**src/rtl/gnrl_plru_pkg.sv**
```systemverilog
// Shared encodings for 4-way tree-PLRU allocation: FSM states, per-set state
// types and the victim/touch helper functions.
package gnrl_plru_pkg;

    // Allocation FSM states
    localparam logic [1:0] ST_IDLE = 2'd0;
    localparam logic [1:0] ST_LOOK = 2'd1;
    localparam logic [1:0] ST_WAIT = 2'd2;

    // p[0] picks the half, p[1] the leaf in ways 0/1, p[2] the leaf in ways 2/3
    typedef logic [2:0] plru_t;
    typedef logic [3:0] vmask_t;

    // Lowest invalid way wins; only a fully valid set falls back to the tree.
    function automatic logic [1:0] plru_victim(input plru_t p, input vmask_t v);
        logic [1:0] w;
        if (!v[0])      w = 2'd0;
        else if (!v[1]) w = 2'd1;
        else if (!v[2]) w = 2'd2;
        else if (!v[3]) w = 2'd3;
        else if (!p[0]) w = p[1] ? 2'd1 : 2'd0;
        else            w = p[2] ? 2'd3 : 2'd2;
        return w;
    endfunction

    // Point the tree away from the touched way; the other leaf is untouched.
    function automatic plru_t plru_touch(input plru_t p, input logic [1:0] w);
        plru_t n;
        n    = p;
        n[0] = ~w[1];
        if (!w[1]) n[1] = ~w[0];
        else       n[2] = ~w[0];
        return n;
    endfunction

endpackage

```
**src/rtl/plru4_tree_logic.sv**
```systemverilog
// Combinational 4-way PLRU tree: victim selection for one set and the
// tree bits that result from touching a given way.
module plru4_tree_logic
    import gnrl_plru_pkg::*;
(
    input  plru_t      p,
    input  vmask_t     v,
    input  logic [1:0] way,
    output logic [1:0] vict_way,
    output plru_t      p_nxt
);

    assign vict_way = plru_victim(p, v);
    assign p_nxt    = plru_touch(p, way);

endmodule

```
**src/rtl/plru4_alloc_ctrl.sv**
```systemverilog
// Miss allocation controller for a 4-way set-associative cache with
// tree-PLRU replacement. A miss is latched, the victim is chosen one cycle
// later from the set's current state, and held until the refill is acked.
module plru4_alloc_ctrl
    import gnrl_plru_pkg::*;
#(
    parameter int SETS  = 16,
    parameter int SET_W = 4
) (
    input  logic             clk,
    input  logic             rst_n,
    input  logic             i_hit_vld,
    input  logic [SET_W-1:0] i_hit_set,
    input  logic [1:0]       i_hit_way,
    input  logic             i_miss_vld,
    input  logic [SET_W-1:0] i_miss_set,
    output logic             o_miss_rdy,
    output logic             o_vict_vld,
    output logic [SET_W-1:0] o_vict_set,
    output logic [1:0]       o_vict_way,
    input  logic             i_vict_ack,
    input  logic             i_inv_vld,
    input  logic [SET_W-1:0] i_inv_set,
    input  logic [1:0]       i_inv_way,
    input  logic             i_flush
);

    logic [1:0]       state_q;
    logic             rdy_q;
    logic [SET_W-1:0] set_q;
    logic [1:0]       vict_way_q;

    plru_t  p_q [SETS];
    vmask_t v_q [SETS];
    plru_t  p_n [SETS];
    vmask_t v_n [SETS];

    logic       miss_fire;
    logic       ack_fire;
    logic [1:0] look_vict;
    plru_t      ack_p;

    assign miss_fire = i_miss_vld & rdy_q;
    assign ack_fire  = (state_q == ST_WAIT) & i_vict_ack;

    // The latched set serves both the LOOK victim pick and the ack touch,
    // since the set register does not move between LOOK and the ack.
    plru4_tree_logic u_tree (
        .p        (p_q[set_q]),
        .v        (v_q[set_q]),
        .way      (vict_way_q),
        .vict_way (look_vict),
        .p_nxt    (ack_p)
    );

    // Per-set next state: ack fill+touch first, then hit touch, then invalidate.
    always_comb begin
        for (int s = 0; s < SETS; s++) begin
            p_n[s] = p_q[s];
            v_n[s] = v_q[s];
            if (ack_fire && set_q == SET_W'(s)) begin
                v_n[s][vict_way_q] = 1'b1;
                p_n[s]             = ack_p;
            end
            // A hit on a way that is not valid carries no recency information.
            if (i_hit_vld && i_hit_set == SET_W'(s) && v_n[s][i_hit_way])
                p_n[s] = plru_touch(p_n[s], i_hit_way);
            if (i_inv_vld && i_inv_set == SET_W'(s))
                v_n[s][i_inv_way] = 1'b0;
        end
    end

    // Per-set state array; flush and reset both wipe it.
    always_ff @(posedge clk) begin
        for (int s = 0; s < SETS; s++) begin
            if (!rst_n || i_flush) begin
                p_q[s] <= '0;
                v_q[s] <= '0;
            end else begin
                p_q[s] <= p_n[s];
                v_q[s] <= v_n[s];
            end
        end
    end

    // Allocation FSM and held victim; ready is registered so it stays low in reset.
    always_ff @(posedge clk) begin
        if (!rst_n) begin
            state_q    <= ST_IDLE;
            rdy_q      <= 1'b0;
            set_q      <= '0;
            vict_way_q <= '0;
        end else if (i_flush) begin
            state_q    <= ST_IDLE;
            rdy_q      <= 1'b1;
            set_q      <= '0;
            vict_way_q <= '0;
        end else begin
            case (state_q)
                ST_IDLE: begin
                    rdy_q <= 1'b1;
                    if (miss_fire) begin
                        set_q   <= i_miss_set;
                        state_q <= ST_LOOK;
                        rdy_q   <= 1'b0;
                    end
                end
                ST_LOOK: begin
                    vict_way_q <= look_vict;
                    state_q    <= ST_WAIT;
                end
                ST_WAIT: begin
                    if (i_vict_ack) begin
                        state_q <= ST_IDLE;
                        rdy_q   <= 1'b1;
                    end
                end
                default: begin
                    state_q <= ST_IDLE;
                    rdy_q   <= 1'b1;
                end
            endcase
        end
    end

    assign o_miss_rdy = rdy_q;
    assign o_vict_vld = (state_q == ST_WAIT);
    assign o_vict_set = set_q;
    assign o_vict_way = vict_way_q;

endmodule

```
**config.mk**
```make
export PLATFORM = sky130hd
export DESIGN_NAME = plru4_alloc_ctrl
export DESIGN_NICKNAME = d
export VERILOG_FILES = /design/src/rtl/gnrl_plru_pkg.sv /design/src/rtl/plru4_tree_logic.sv /design/src/rtl/plru4_alloc_ctrl.sv
export SDC_FILE = /design/constraint.sdc
export NUM_CORES = 1
export LEC_CHECK = 0
export ABC_AREA = 1
export ABC_CLOCK_PERIOD_IN_PS = 3120
export CELL_PAD_IN_SITES_DETAIL_PLACEMENT = 1
export CELL_PAD_IN_SITES_GLOBAL_PLACEMENT = 1
export CORE_MARGIN = 10
export CORE_UTILIZATION = 46
export DETAILED_ROUTE_END_ITERATION = 8
export GPL_ROUTABILITY_DRIVEN = 0
export GPL_TIMING_DRIVEN = 0
export PLACE_DENSITY = 0.87
export SYNTH_ARGS = -nofsm -noshare
export SYNTH_HDL_FRONTEND = slang
export SYNTH_SLANG_ARGS = --single-unit
```
**constraint.sdc**
```tcl
create_clock -name clk -period 3.12 [get_ports clk]
set_input_delay 0.936 -clock clk [delete_from_list [all_inputs] [get_ports clk]]
set_output_delay 0.936 -clock clk [all_outputs]
set_load 0.02 [all_outputs]
```
---- Word level (Yosys, flattened, before mapping) ----
Memory sizes are Yosys's and may differ from the RTL's. A register that Yosys moved wholly into a read port is not among the register bits.
Cells that the tools add are included.
operators by class
  magnitude comparators ................... 5
  equal/unequal tests ..................... 51
  mux-type cells .......................... 187
  bitwise operators ....................... 72
  reduce and logical (&&, ||, !) cells .... 76
operators by type and width
  cell                number
  $mux 4              52
  $mux 3              48
  $eq 4x4->1 const B  24
  $logic_and 1x1->1   66
  $and 4x4->4         16
  $or 4x4->4          16
  $mux 1              60
  $eq 4x3->1 const B  12
  $bmux 1 s2          16
  $or 1x1->1          32
  $eq 4x2->1 const B  6
  $mux 2              7
  $eq 4x1->1 const B  3
  $logic_not 4->1     3
  $lt 2x3->1 const B  3
  $pmux 2 s3          1
  $reduce_and 2->1    3
  $not 1->1           5
  $demux 1 s2         2
  $ge 2x1->1 const B  2
  $ne 2x2->1 const B  2
  $not 4->4           1
  $ne 3x1->1 const B  1
  $pmux 1 s3          1
  other kinds (8)     9
word-level totals
  register bits ........................... 9
  memory bits (writable) .................. 112
  input bits .............................. 23
  output and inout port bits .............. 8
  logic and storage cells ................. 397
  memories ................................ 2
memory list
  name  depth  bits a word  rd ports  clocked after memory_dff  wr ports  RTL line                source
  v_q   16     4            17        1                         16        plru4_alloc_ctrl.sv:34  vmask_t v_q [SETS];
  p_q   16     3            17        1                         16        plru4_alloc_ctrl.sv:33  plru_t p_q [SETS];

---- Logic depth before layout (Yosys ltp) ----
  depth in word-level cells ............... 11
  gate-level depth with buffers ........... 14
  depth with buffers taken out ............ 14

---- By module ----
From an unflattened synthesis, not the netlist that was laid out.
unflattened totals
  cells, all modules ...................... 1309
  area total of the unflattened synthesis .. 8018.9 um^2
by module, submodules not included
  module            times used  cells an instance  area each (um^2)
  plru4_alloc_ctrl  1           1294               7943.9
  plru4_tree_logic  1           15                 75.1

---- Worst setup path after synthesis ----
No wires, ideal clock.
  path type ............................... in2reg
  start point ............................. input i_vict_ack
  end point ............................... memory p_q[5][2] in the netlist's numbering
  setup time .............................. 0.109 ns
  arrival time ............................ 2.067 ns
  data required time ...................... 3.011 ns
  slack ................................... 0.944 ns
  stages .................................. 11
  cells stage by stage .................... nand3_4 > nor2_4 > nand2_2 > o21ai_0 > o21ai_1 > nor2_2 > nand3_1 > nor2_1 > nor2_1 > nand2_1 > inv_1
RTL lines
  element          RTL line                source
  start, declared  plru4_alloc_ctrl.sv:21  input logic i_vict_ack,
  end, declared    plru4_alloc_ctrl.sv:33

==> out/qor.tcl <==
set qor(outcome) {complete, no violations}
set qor(fin_crit_ns) 3.005
set qor(ys_warn_count) 0
set qor(antenna_cells) 0
set qor(min_period_over_period_pct) 96.32
set qor(final_util_pct) 54.26
set qor(cp-end-kind) {flip-flop}
set qor(tritonroute_pass_1_iters) 6
set qor(numClockSinks) 125
set qor(cts-buffers-inserted) 17
set qor(critical_path_cell_count) 13
set qor(path_clk_slew_ns) 0.06
set qor(totalWireLength_um) 35170
set qor(number_of_buffers_and_inverters_on_the_critical_path) 3
set qor(num-nets-final) 1332
set qor(timing.final.hold_violations) 0
set qor(worst_hold_slack_after_final_layout_ns) 0.4915
set qor(finalSetupViolCount) 0
set qor(post_synth_num_cell_types) 30
set qor(via_total_after_detailed_routing) 9385
set qor(fmaxAchievable_mhz) 332.8
set qor(area_used_by_multi_input_combinational_logic_sq_mm) 0.004215
set qor(start_util_pct) 47.22
set qor(grt_setup_unrepaired) {true}
set qor(syn_nets) 1285
set qor(placed_instances) 1506
set qor(worst-slew-pin-transition_ns) 0.8905
set qor(syn_inst) 1262
set qor(drt-initial-drc-count) 1048
set qor(fp.dieW_um) 148.2
set qor(final-instance-count-excl-fill) 1536
set qor(ys_seq_elements) 125
set qor(post_cts_buffers) 0
set qor(die_height_um) 148.2
set qor(maximum_clock_skew_at_final_layout_ns) 0.01380
set qor(boundaryPins) 31
set qor(worst_skew_pair.late_latency_ns) 0.45
set qor(crit_type) {input pin to flip-flop}
set qor(ant_nets) 0
set qor(detail_route.vias_per_cell) 6.110
set qor(filler_cell_count) 2318
set qor(vdd_ir_drop_max_uv) 450.0
set qor(clockRootBuffer) {sky130_fd_sc_hd__clkbuf_16}
set qor(gr-usage-all-layers_pct) 31.77
set qor(grt_pass1_vias) 9644
set qor(layout-drive-gt1-share_pct) 6.894
set qor(rows) 46
set qor(worst-endpoint-required_ns) 3.48
set qor(cts.htree.levels) 4
set qor(path_max_fanout) 7
set qor(drc) 0
set qor(report.final.slew_viol_count) 0
set qor(power_per_cell_area_mw_per_mm2) 462.3
set qor(design.die.area_sq_mm) 0.02195
set qor(timing.critical_path.cells) {clkdlybuf4s50_1, nand3_4, nor2_2, nand2_1, inv_1, nand2_1, nand2_1, inv_1, nand2_1, nand3_1, nor2_1, nand2_1, a21oi_1}
set qor(grt_remaining_overflow) 0
set qor(syn_area_sq_mm) 0.007555
set qor(cp.arrival_ns) 3.36
set qor(critical-path-top-delay-family) {simple AND/OR/NAND/NOR gates}
set qor(worstSetupStartpointType) {input pin}
set qor(area_growth_syn_to_layout_pct) 14.92
set qor(wire_length_of_the_first_global_routing_pass_um) 53990
set qor(max_stage_delay_ns) 0.54
set qor(avgRoutedWirePerCell_um) 22.90
set qor(clock_tree.buffer_depth) 2
set qor(critical_path.slowest_cell) {sky130_fd_sc_hd__clkdlybuf4s50_1}
set qor(worst_slew_margin_rel_pct) 40.63
set qor(place.port_buffers) 28
set qor(leakagePower_nw) 3.580
set qor(layout.area.seq_sq_mm) 0.002502
set qor(grt_start_max_net_pins) 17
set qor(coreArea_sq_mm) 0.01600
set qor(drv_cap) 0
set qor(place.detailed.hpwl_um) 26010
set qor(postSynthAreaPerCell_sq_um) 5.986
set qor(timing.hold.worst.class) {flip-flop to flip-flop}
set qor(ys_seq_area_share_pct) 33.12
set qor(tritoncts) {done}
set qor(antenna_found_initial) 0
set qor(min_path_cells) 2
set qor(cell_type_with_the_highest_occurrence_count_on_the_critical_path) {sky130_fd_sc_hd__nand2_1}
set qor(ff2ff_path_depth) 9
-- what timing repair did --
item,4_1_cts,5_1_grt
gates resized for setup,1,13
hold buffers,0,0
setup endpoints to repair,2,12
pin swaps,0,0
-- worst register-to-register path: stages, from the launching register on --
cell and delay [ns]:
sky130_fd_sc_hd__dfxtp_1 0.34, sky130_fd_sc_hd__inv_2 0.23, sky130_fd_sc_hd__buf_2 0.35, sky130_fd_sc_hd__clkbuf_1 0.49, sky130_fd_sc_hd__o21ai_0 0.19, sky130_fd_sc_hd__nand3_1 0.12, sky130_fd_sc_hd__nand3_1 0.16, sky130_fd_sc_hd__a21oi_1 0.29
sky130_fd_sc_hd__nand3_1 0.13, sky130_fd_sc_hd__a21oi_1 0.13
-- registers in the layout, indices dropped and copies added (netlist names), named ones only --
register / count
v_q: 64
state_q: 2
o_vict_way: 2
o_vict_set: 4
o_miss_rdy: 1
p_q: 48
-- report_power, final --
| group | internal (mW) | total [mW] | switching [mW] | leakage, nW |
|---|---|---|---|---|
| Clock | 1.20 | 1.99 | 0.786 | 0.269 |
| Combinational | 0.109 | 0.414 | 0.305 | 2.30 |
| Sequential | 1.60 | 1.61 | 0.00746 | 1.01 |
| Total | 2.92 | 4.01 | 1.10 | 3.58 |
-- cells by family (layout without fill, tap and decap cells) --
logic type	count (synthesis)	after routing	synth area share, %
AO/OA/AOI/OAI	273	273	19.58
flip-flops	125	125	33.12
buffers and inverters	221	279	11.28
AND/OR/NAND/NOR	643	643	36.02
-- final cells by class --
class | count | share of cell area [%]
Clock buffer | 23 | 5.390
Buffer | 58 | 2.810
Tap cell | 216 | 3.113
Inverter | 163 | 7.047
Sequential cell | 125 | 28.82
Timing Repair Buffer | 28 | 3.228
Multi-Input combinational cell | 916 | 48.55
Clock inverter | 7 | 1.038
-- stage by stage --
step           total power [mW]  area [sq um]  setup TNS [ns]  setup WS, ns
2_1_floorplan             1.869          7555               0        0.9436
3_3_place_gp              2.023          8105          -7.430       -0.3635
3_5_place_dp              2.035          8105          -11.16       -0.4472
4_1_cts                   3.986          8665               0       0.03603
5_1_grt                   4.104          8682        -0.05132      -0.02846
6_report                  4.014          8682               0        0.1149
-- cell usage in the layout, fill, tap and decap left out, drive strengths merged --
cell type / netlist / final
a41oi: 1 / 1
nand3: 142 / 142
clkinv: 1 / 4
nand2: 301 / 301
dfxtp: 125 / 125
nand4: 12 / 12
o211ai: 28 / 28
o21a: 2 / 2
buf: 20 / 20
clkinvlp: 0 / 2
a21boi: 2 / 2
and3: 1 / 1
a21oi: 87 / 87
clkdlybuf4s50: 0 / 28
nand3b: 3 / 3
o21ai: 143 / 143
or2: 7 / 7
clkbuf: 38 / 61
nor3: 5 / 5
o21bai: 10 / 10
inv: 162 / 162
nor2: 172 / 172
bufinv: 0 / 2
-- cell usage after synthesis, drive strengths merged --
| cell type | number | area share [%] |
|---|---|---|
| nand3b | 3 | 0.30 |
| a41oi | 1 | 0.12 |
| dfxtp | 125 | 33 |
| nand3 | 142 | 9.6 |
| clkbuf | 38 | 1.9 |
| or2 | 7 | 0.58 |
| o21ai | 143 | 9.5 |
| nor2 | 172 | 9.0 |
| inv | 162 | 8.0 |
| o21bai | 10 | 0.99 |
| nor3 | 5 | 0.40 |
| o211ai | 28 | 2.8 |
| and3 | 1 | 0.083 |
| nand2 | 301 | 15 |
| clkinv | 1 | 0.050 |
| o21a | 2 | 0.20 |
| a21boi | 2 | 0.20 |
| nand4 | 12 | 0.99 |
| a21oi | 87 | 5.8 |
| buf | 20 | 1.3 |
-- metal layers --
| layer | global-route usage, % | wire [um] | part of all wire [%] | vias up |
|---|---|---|---|---|
| li1 | - | - | - | 4178 |
| met1 | 36.39 | 13430 | 38 | 4481 |
| met2 | 51.95 | 16130 | 46 | 557 |
| met3 | 6.341 | 2964 | 8.4 | 169 |
| met4 | 22.75 | 2642 | 7.5 | 0 |
| met5 | 0 | 0 | 0 | - |
-- worst paths after layout --
| path | startpoint | end | slack (ns) |
|---|---|---|---|
| max | i_vict_ack | p_q[15][1] | 0.11 |
| min reg2reg | v_q[2][3] | v_q[2][3] | 0.49 |
| min | v_q[2][3] | v_q[2][3] | 0.49 |
| max reg2reg | flip-flop | o_vict_way[1] | 0.62 |
Note: power is estimated with default switching activity, not from simulation.
